[config.mk]
export PLATFORM = sky130hd
export DESIGN_NAME = lc3_pipeline_ctrl_flat
export DESIGN_NICKNAME = d
export VERILOG_FILES = /design/src/rtl/lc3_pipeline_ctrl_if.sv /design/src/rtl/lc3_pipeline_ctrl.sv /design/src/flat_wrapper.sv
export SDC_FILE = /design/constraint.sdc
export NUM_CORES = 1
export LEC_CHECK = 0
export CAP_MARGIN = 15
export CORE_MARGIN = 4
export CORE_UTILIZATION = 38
export CTS_CLUSTER_SIZE = 10
export DETAILED_ROUTE_END_ITERATION = 6
export GPL_TIMING_DRIVEN = 0
export PLACE_DENSITY_LB_ADDON = 0.3
export SYNTH_ARGS = -nofsm -noshare
export SYNTH_HDL_FRONTEND = slang
export SYNTH_SLANG_ARGS = --single-unit
[constraint.sdc]
create_clock -name clock -period 1.88 [get_ports clock]
set_input_delay 0.282 -clock clock [delete_from_list [all_inputs] [get_ports clock]]
set_output_delay 0.282 -clock clock [all_outputs]
set_load 0.005 [all_outputs]
[src/rtl/lc3_pipeline_ctrl_if.sv]
// Control/status bundle between the LC3 datapath stages and the pipeline controller.
// The master view is the datapath side; the slave view is the controller.
interface lc3_pipeline_ctrl_if;
    logic        complete_instr;
    logic        complete_data;
    logic [15:0] IR;
    logic [15:0] IR_Exec;
    logic [2:0]  NZP;
    logic [2:0]  psr;
    logic        enable_fetch;
    logic        enable_updatePC;
    logic        enable_decode;
    logic        enable_execute;
    logic        enable_writeback;
    logic        br_taken;
    logic        bypass_alu_1;
    logic        bypass_alu_2;
    logic [1:0]  mem_state;

    modport master (
        output complete_instr, complete_data, IR, IR_Exec, NZP, psr,
        input  enable_fetch, enable_updatePC, enable_decode, enable_execute,
               enable_writeback, br_taken, bypass_alu_1, bypass_alu_2, mem_state
    );

    modport slave (
        input  complete_instr, complete_data, IR, IR_Exec, NZP, psr,
        output enable_fetch, enable_updatePC, enable_decode, enable_execute,
               enable_writeback, br_taken, bypass_alu_1, bypass_alu_2, mem_state
    );
endinterface

[src/rtl/lc3_pipeline_ctrl.sv]
// LC3 pipeline sequencer: refill, run, branch flush and data-memory stall; enables are combinational.
// Stalls on instruction fetch (complete_instr) and on data memory (complete_data); reset forces idle outputs at once.
module lc3_pipeline_ctrl #(
    parameter int FILL_STAGES = 4
) (
    input  logic                clock,
    input  logic                reset,
    lc3_pipeline_ctrl_if.slave  bus
);
    localparam int CW = $clog2(FILL_STAGES + 1);

    typedef enum logic [2:0] {
        ST_FILL, ST_RUN, ST_B1, ST_B2, ST_B3, ST_MEM
    } state_t;

    localparam logic [1:0] MS_READ  = 2'd0;
    localparam logic [1:0] MS_IND   = 2'd1;
    localparam logic [1:0] MS_WRITE = 2'd2;
    localparam logic [1:0] MS_IDLE  = 2'd3;

    localparam logic [3:0] OP_BR  = 4'b0000, OP_ADD = 4'b0001, OP_LD  = 4'b0010, OP_ST  = 4'b0011;
    localparam logic [3:0] OP_AND = 4'b0101, OP_LDR = 4'b0110, OP_STR = 4'b0111, OP_NOT = 4'b1001;
    localparam logic [3:0] OP_LDI = 4'b1010, OP_STI = 4'b1011, OP_JMP = 4'b1100, OP_LEA = 4'b1110;

    function automatic logic is_alu(input logic [3:0] op);
        return (op == OP_ADD) || (op == OP_AND) || (op == OP_NOT) || (op == OP_LEA);
    endfunction

    function automatic logic is_ldst(input logic [3:0] op);
        return (op == OP_LD) || (op == OP_LDR) || (op == OP_LDI) ||
               (op == OP_ST) || (op == OP_STR) || (op == OP_STI);
    endfunction

    function automatic logic is_ctrl(input logic [3:0] op);
        return (op == OP_BR) || (op == OP_JMP);
    endfunction

    function automatic logic [1:0] mem_entry(input logic [3:0] op);
        if ((op == OP_LD) || (op == OP_LDR))
            return MS_READ;
        else if ((op == OP_LDI) || (op == OP_STI))
            return MS_IND;
        else
            return MS_WRITE;
    endfunction

    function automatic logic uses_sr1(input logic [3:0] op);
        return (op == OP_ADD) || (op == OP_AND) || (op == OP_NOT) ||
               (op == OP_LDR) || (op == OP_STR) || (op == OP_JMP);
    endfunction

    logic [3:0] op_dec;
    logic [3:0] op_exe;
    assign op_dec = bus.IR[15:12];
    assign op_exe = bus.IR_Exec[15:12];

    state_t        state_q, state_d;
    logic [CW-1:0] cnt_q, cnt_d;
    logic [1:0]    mem_state_q, mem_state_d;
    logic          exec_valid_q;

    logic fetch_c, updpc_c, dec_c, exe_c, wb_c, br_c;

    always_ff @(posedge clock or negedge reset) begin
        if (!reset) begin
            state_q      <= ST_FILL;
            cnt_q        <= CW'(1);
            mem_state_q  <= MS_IDLE;
            exec_valid_q <= 1'b0;
        end else begin
            state_q      <= state_d;
            cnt_q        <= cnt_d;
            mem_state_q  <= mem_state_d;
            exec_valid_q <= exe_c;
        end
    end

    always_comb begin
        state_d     = state_q;
        cnt_d       = cnt_q;
        mem_state_d = mem_state_q;
        fetch_c     = 1'b0;
        updpc_c     = 1'b0;
        dec_c       = 1'b0;
        exe_c       = 1'b0;
        wb_c        = 1'b0;
        br_c        = 1'b0;
        case (state_q)
            ST_FILL: begin
                fetch_c = 1'b1;
                updpc_c = 1'b1;
                dec_c   = (cnt_q >= CW'(2));
                exe_c   = (cnt_q >= CW'(3));
                wb_c    = (cnt_q >= CW'(4));
                if (cnt_q == CW'(FILL_STAGES)) begin
                    state_d = ST_RUN;
                    cnt_d   = CW'(1);
                end else begin
                    cnt_d = cnt_q + CW'(1);
                end
            end
            ST_RUN: begin
                fetch_c = 1'b1;
                updpc_c = bus.complete_instr;
                dec_c   = bus.complete_instr;
                exe_c   = bus.complete_instr;
                wb_c    = bus.complete_instr;
                // A memory op already in execute outranks a branch waiting in decode; IR is held meanwhile.
                if (exec_valid_q && is_ldst(op_exe)) begin
                    state_d     = ST_MEM;
                    mem_state_d = mem_entry(op_exe);
                end else if (dec_c && is_ctrl(op_dec)) begin
                    state_d = ST_B1;
                end
            end
            ST_B1: begin
                exe_c   = 1'b1;
                wb_c    = 1'b1;
                state_d = ST_B2;
            end
            ST_B2: begin
                updpc_c = 1'b1;
                br_c    = (op_exe == OP_JMP) ||
                          ((op_exe == OP_BR) && |(bus.NZP & bus.psr));
                state_d = ST_B3;
            end
            ST_B3: begin
                state_d = ST_FILL;
                cnt_d   = CW'(1);
            end
            ST_MEM: begin
                case (mem_state_q)
                    MS_READ: if (bus.complete_data) begin
                        wb_c        = 1'b1;
                        state_d     = ST_RUN;
                        mem_state_d = MS_IDLE;
                    end
                    MS_IND: if (bus.complete_data) begin
                        mem_state_d = (op_exe == OP_LDI) ? MS_READ : MS_WRITE;
                    end
                    MS_WRITE: if (bus.complete_data) begin
                        state_d     = ST_RUN;
                        mem_state_d = MS_IDLE;
                    end
                    default: begin
                        state_d     = ST_RUN;
                        mem_state_d = MS_IDLE;
                    end
                endcase
            end
            default: begin
                state_d     = ST_FILL;
                cnt_d       = CW'(1);
                mem_state_d = MS_IDLE;
            end
        endcase
    end

    // Enables are gated by reset so a mid-cycle reset idles the pipe without waiting for an edge.
    assign bus.enable_fetch     = reset & fetch_c;
    assign bus.enable_updatePC  = reset & updpc_c;
    assign bus.enable_decode    = reset & dec_c;
    assign bus.enable_execute   = reset & exe_c;
    assign bus.enable_writeback = reset & wb_c;
    assign bus.br_taken         = reset & br_c;
    assign bus.mem_state        = mem_state_q;

    logic fwd_ok;
    assign fwd_ok = reset && (state_q == ST_RUN) && exec_valid_q && is_alu(op_exe);

    assign bus.bypass_alu_1 = fwd_ok && uses_sr1(op_dec) &&
                              (bus.IR[8:6] == bus.IR_Exec[11:9]);
    assign bus.bypass_alu_2 = fwd_ok && ((op_dec == OP_ADD) || (op_dec == OP_AND)) &&
                              !bus.IR[5] && (bus.IR[2:0] == bus.IR_Exec[11:9]);

    logic unused_bits;
    assign unused_bits = ^{bus.IR[11:9], bus.IR[4:3], bus.IR_Exec[8:0]};
endmodule

[src/flat_wrapper.sv]
// flat-port wrapper written by rule: the top's interface ports become plain ports
module lc3_pipeline_ctrl_flat 
#(
    parameter int FILL_STAGES = 4
)
  (clock, reset, bus_complete_instr, bus_complete_data, bus_IR, bus_IR_Exec, bus_NZP, bus_psr, bus_enable_fetch, bus_enable_updatePC, bus_enable_decode, bus_enable_execute, bus_enable_writeback, bus_br_taken, bus_bypass_alu_1, bus_bypass_alu_2, bus_mem_state);
  lc3_pipeline_ctrl_if bus_i ();
  input  logic clock;
  input  logic reset;
  input wire logic [$bits(bus_i.complete_instr)-1:0] bus_complete_instr;
  input wire logic [$bits(bus_i.complete_data)-1:0] bus_complete_data;
  input wire logic [$bits(bus_i.IR)-1:0] bus_IR;
  input wire logic [$bits(bus_i.IR_Exec)-1:0] bus_IR_Exec;
  input wire logic [$bits(bus_i.NZP)-1:0] bus_NZP;
  input wire logic [$bits(bus_i.psr)-1:0] bus_psr;
  output wire logic [$bits(bus_i.enable_fetch)-1:0] bus_enable_fetch;
  output wire logic [$bits(bus_i.enable_updatePC)-1:0] bus_enable_updatePC;
  output wire logic [$bits(bus_i.enable_decode)-1:0] bus_enable_decode;
  output wire logic [$bits(bus_i.enable_execute)-1:0] bus_enable_execute;
  output wire logic [$bits(bus_i.enable_writeback)-1:0] bus_enable_writeback;
  output wire logic [$bits(bus_i.br_taken)-1:0] bus_br_taken;
  output wire logic [$bits(bus_i.bypass_alu_1)-1:0] bus_bypass_alu_1;
  output wire logic [$bits(bus_i.bypass_alu_2)-1:0] bus_bypass_alu_2;
  output wire logic [$bits(bus_i.mem_state)-1:0] bus_mem_state;
  assign bus_i.complete_instr = bus_complete_instr;
  assign bus_i.complete_data = bus_complete_data;
  assign bus_i.IR = bus_IR;
  assign bus_i.IR_Exec = bus_IR_Exec;
  assign bus_i.NZP = bus_NZP;
  assign bus_i.psr = bus_psr;
  assign bus_enable_fetch = bus_i.enable_fetch;
  assign bus_enable_updatePC = bus_i.enable_updatePC;
  assign bus_enable_decode = bus_i.enable_decode;
  assign bus_enable_execute = bus_i.enable_execute;
  assign bus_enable_writeback = bus_i.enable_writeback;
  assign bus_br_taken = bus_i.br_taken;
  assign bus_bypass_alu_1 = bus_i.bypass_alu_1;
  assign bus_bypass_alu_2 = bus_i.bypass_alu_2;
  assign bus_mem_state = bus_i.mem_state;
  lc3_pipeline_ctrl #(.FILL_STAGES(FILL_STAGES)) u_core (.clock(clock), .reset(reset), .bus(bus_i));
endmodule
==> summary.md <==
| Metric | Value |
|---|---|
| WL/cell | `15.1 um` |
| Flops & latches, synth | `9` |
| Fin Hold WS | `-0.00330 ns` |
| Endpoints failing setup | `3` |
| Layout cell share with drive strength beyond 1 | `33.3%` |
| First-pass GRT wire length | `4.24 mm` |
| Min-Delay Path Class | `in -> async` |
| Post-DRT Antenna Nets | `0` |
| Worst Setup Start Kind | `flop` |
| Wl on met1 | `1.19 mm` |
| Via count | `1063` |
| CORE AREA | `2250 sq um` |
| Most common cell on crit path | `ha_4` |
| PnR worst setup slack | `-0.103 ns` |
| Mapped Area | `915 sq um` |
| # IOs | `52` |
| CP Max Fanout | `2` |
| Final Slew Violations | `0` |
| Vias in the first global route | `1002` |
| Sequential area share after synthesis | `25.0%` |
| Max_cap viols | `0` |
| H-Tree Level Count | `1` |
| All-layer global routing usage | `15.8%` |
| F_max | `0.504 GHz` |
| Synth cell types | `49` |
| Die area | `3260 sq um` |
| Net Count, Synth | `157` |
| Final HPWL DP | `1.90 mm` |
| Top routing layer in use | `met4` |
| Worst path bufs/invs | `1` |
| DR DRC count | `0` |
| GR Overflow Total | `0` |
| Actual slew at the worst max-slew pin | `0.369 ns` |
| Initial antenna violation count | `0` |
| Crit path DAT | `1.70 ns` |
| ANT cells | `0` |
| Layout Skew | `0.00424 ns` |
| Critical Setup Path Class | `reg -> out` |
| DR iter-0 viols | `23` |
| Pre-CTS setup slack | `-0.802 ns` |
| Dominant synthesized flop cell | `dfrtp_1` |
| CTS Hold Bufs | `0` |
| CP Capture Type | `output port` |
| Met3 WL | `186 um` |
| Met2 wire length | `1.52 mm` |
| Initial Util | `40.6%` |
| Worst rel slew slack | `74.8%` |
| CP required | `1.60 ns` |
| Chip Width | `57.1 um` |
| RSZ-0062 raised after global routing | `true` |
| Core Util, Final | `69.4%` |
| TNS Setup | `-0.145 ns` |
| Largest delay share family, worst path | `flip-flops` |
| DR pass1 iterations | `4` |
| Synth Warn # | `0` |
| TritonCTS clock tree | `done` |
| Syn avg cell area | `8.17 sq um` |
| Drt total wl | `2.96 mm` |
| Period minus WS final | `1.98 ns` |
| Largest net degree at the start of global routing | `14` |
| Critical path, cell by cell | `ha_4, ha_4, nor4_4, a221oi_2, and2_1, buf_2` |
| Fin. Hold Viols | `4` |
| Port Buffers | `37` |
| Layout Nets | `214` |
| Final worst-path cycle share | `105%` |
| Clk pin slew, worst setup/hold paths | `0.07 ns` |
| Max Root-Sink Buffers | `2` |
| Final GP Congestion | `0.865` |
| Static leakage | `0.667 nW` |
| Area after DPL | `1320 sq um` |
| Die H | `57.1 um` |
| Failing checks | `hold timing, setup timing` |
| Clk_lat worst skew | `0.28 ns` |
| CTS sink count | `9` |
| Maximum VDD drop | `0.974 mV` |
| Area Overhead vs Synth | `71.1%` |
| Vias per cell | `5.42` |
| Site Rows | `17` |
| Number of synthesized flops with an enable pin | `0` |
| Post-Syn Instances | `112` |
| Status | `finished with violations` |
| Pwr/cell area | `1270 nW/um^2` |
| Number of CTS-inserted buffers | `3` |
| Crit path largest cell delay | `0.57 ns` |
| Design area | `1570 sq um` |
| Slowest cell on crit path | `dfstp_2` |
| Post-synth ARST share | `100%` |
| Root buf cell | `clkbuf_4` |
-- area by class of cell --
| type | count | area [sq um] |
|---|---|---|
| multi-input combinational | 91 | 722 |
| inverter | 6 | 22.5 |
| sequential | 9 | 231 |
| timing repair buffer | 53 | 473 |
| buffer | 5 | 55.1 |
| fill | 179 | 689 |
| clock buffer | 4 | 26.3 |
| tap | 28 | 35.0 |
-- power breakdown --
group / switching, mW / total (mW) / internal, mW
sequential: 0.111 / 0.421 / 0.310
clock: 0.0838 / 0.166 / 0.0824
combinational: 0.621 / 1.40 / 0.777
-- placed cells by master (no fill, tap or decap), types with 2 or more instances in the layout --
cell              n
o32ai_1           2
nand4_1           3
xnor2_1           7
o22ai_1           2
clkbuf_4          3
clkbuf_2          3
nor3b_1           2
a21oi_1           4
o21ai_0           7
nand2b_1          3
dlygate4sd2_1     5
inv_1             6
buf_2             3
nand3_1           2
buf_4            13
nand2_1          11
dfstp_2           3
nor2_1            8
buf_6             7
dfrtp_2           2
dfrtp_1           4
ha_4              2
clkdlybuf4s50_1  24
-- timing repair --
action	CTS	global route
setup endpoints to repair	8	7
resized for setup	38	22
hold endpoints to repair	0	0
pin swaps	5	6
buffers inserted	7	9
-- registers in the layout, summed over array words and instances (netlist names) --
register              count
u_core.exec_valid_q       1
u_core.state_q            3
u_core.cnt_q              3
u_core.bus.mem_state      2
-- layer usage --
metal,GRT usage (%),vias up
met2,31.3,44
met3,1.81,8
met4,2.98,0
li1,-,525
met1,17.9,486
met5,0,-
-- worst reg2reg max path: cells and delay by family (launching register included) --
| family | cells | cell delay, ns |
|---|---|---|
| AO/OA/AOI/OAI | 2 | 0.56 |
| adder cells (fa/ha/maj) | 1 | 0.23 |
| buffers and inverters | 2 | 0.18 |
| flip-flops | 1 | 0.57 |
| AND/OR/NAND/NOR | 1 | 0.05 |
-- Yosys cell counts (3+ instances only) --
library cell	number	share of area (%)
nor2_1	9	3.7
buf_2	3	1.6
nor3b_1	3	2.5
xnor2_1	7	6.7
nand2b_1	3	2.1
dfrtp_1	6	16
dfstp_2	3	8.6
o21ai_0	7	3.8
ha_1	3	4.1
a21oi_1	4	2.2
nand4_1	3	2.1
inv_1	6	2.5
nand2_1	12	4.9
-- final timing paths --
path                                          from                      end  slack [ns]  cells past startpoint
setup / recovery                   u_core.cnt_q[0]       bus_enable_execute       -0.10                      6
hold / removal                               reset        u_core.state_q[2]      -0.003                      1
setup reg to reg                   u_core.cnt_q[0]          u_core.cnt_q[0]        0.22                      6
hold reg to reg            u_core.bus.mem_state[1]  u_core.bus.mem_state[1]        0.52                      2
max in group asynchronous                    reset  u_core.bus.mem_state[1]        1.58                      1
min in group clock              bus_complete_instr        u_core.state_q[1]        0.40                      3
-- metrics by stage --
step / hold WS (ns) / power (mW) / instances
detailed placement: 0.493 / 1.35 / 177
global placement: 0.487 / 1.32 / 177
floorplan: -0.0136 / 1.02 / 112
CTS: 0.0135 / 1.72 / 187
finish: -0.00330 / 1.98 / 196
global route: 0.0189 / 2.11 / 196
-- cell families after synthesis --
| group | Yosys count | share of synthesized area (%) |
|---|---|---|
| AND/OR/NAND/NOR | 50 | 32.0 |
| XOR/XNOR | 8 | 7.66 |
| flip-flops | 9 | 25.0 |
| buffers and inverters | 12 | 6.98 |
| adder cells (fa/ha/maj) | 3 | 4.10 |
| AO/OA/AOI/OAI | 28 | 21.9 |
| multiplexers | 2 | 2.33 |
Power figures use the tool's default switching activity.
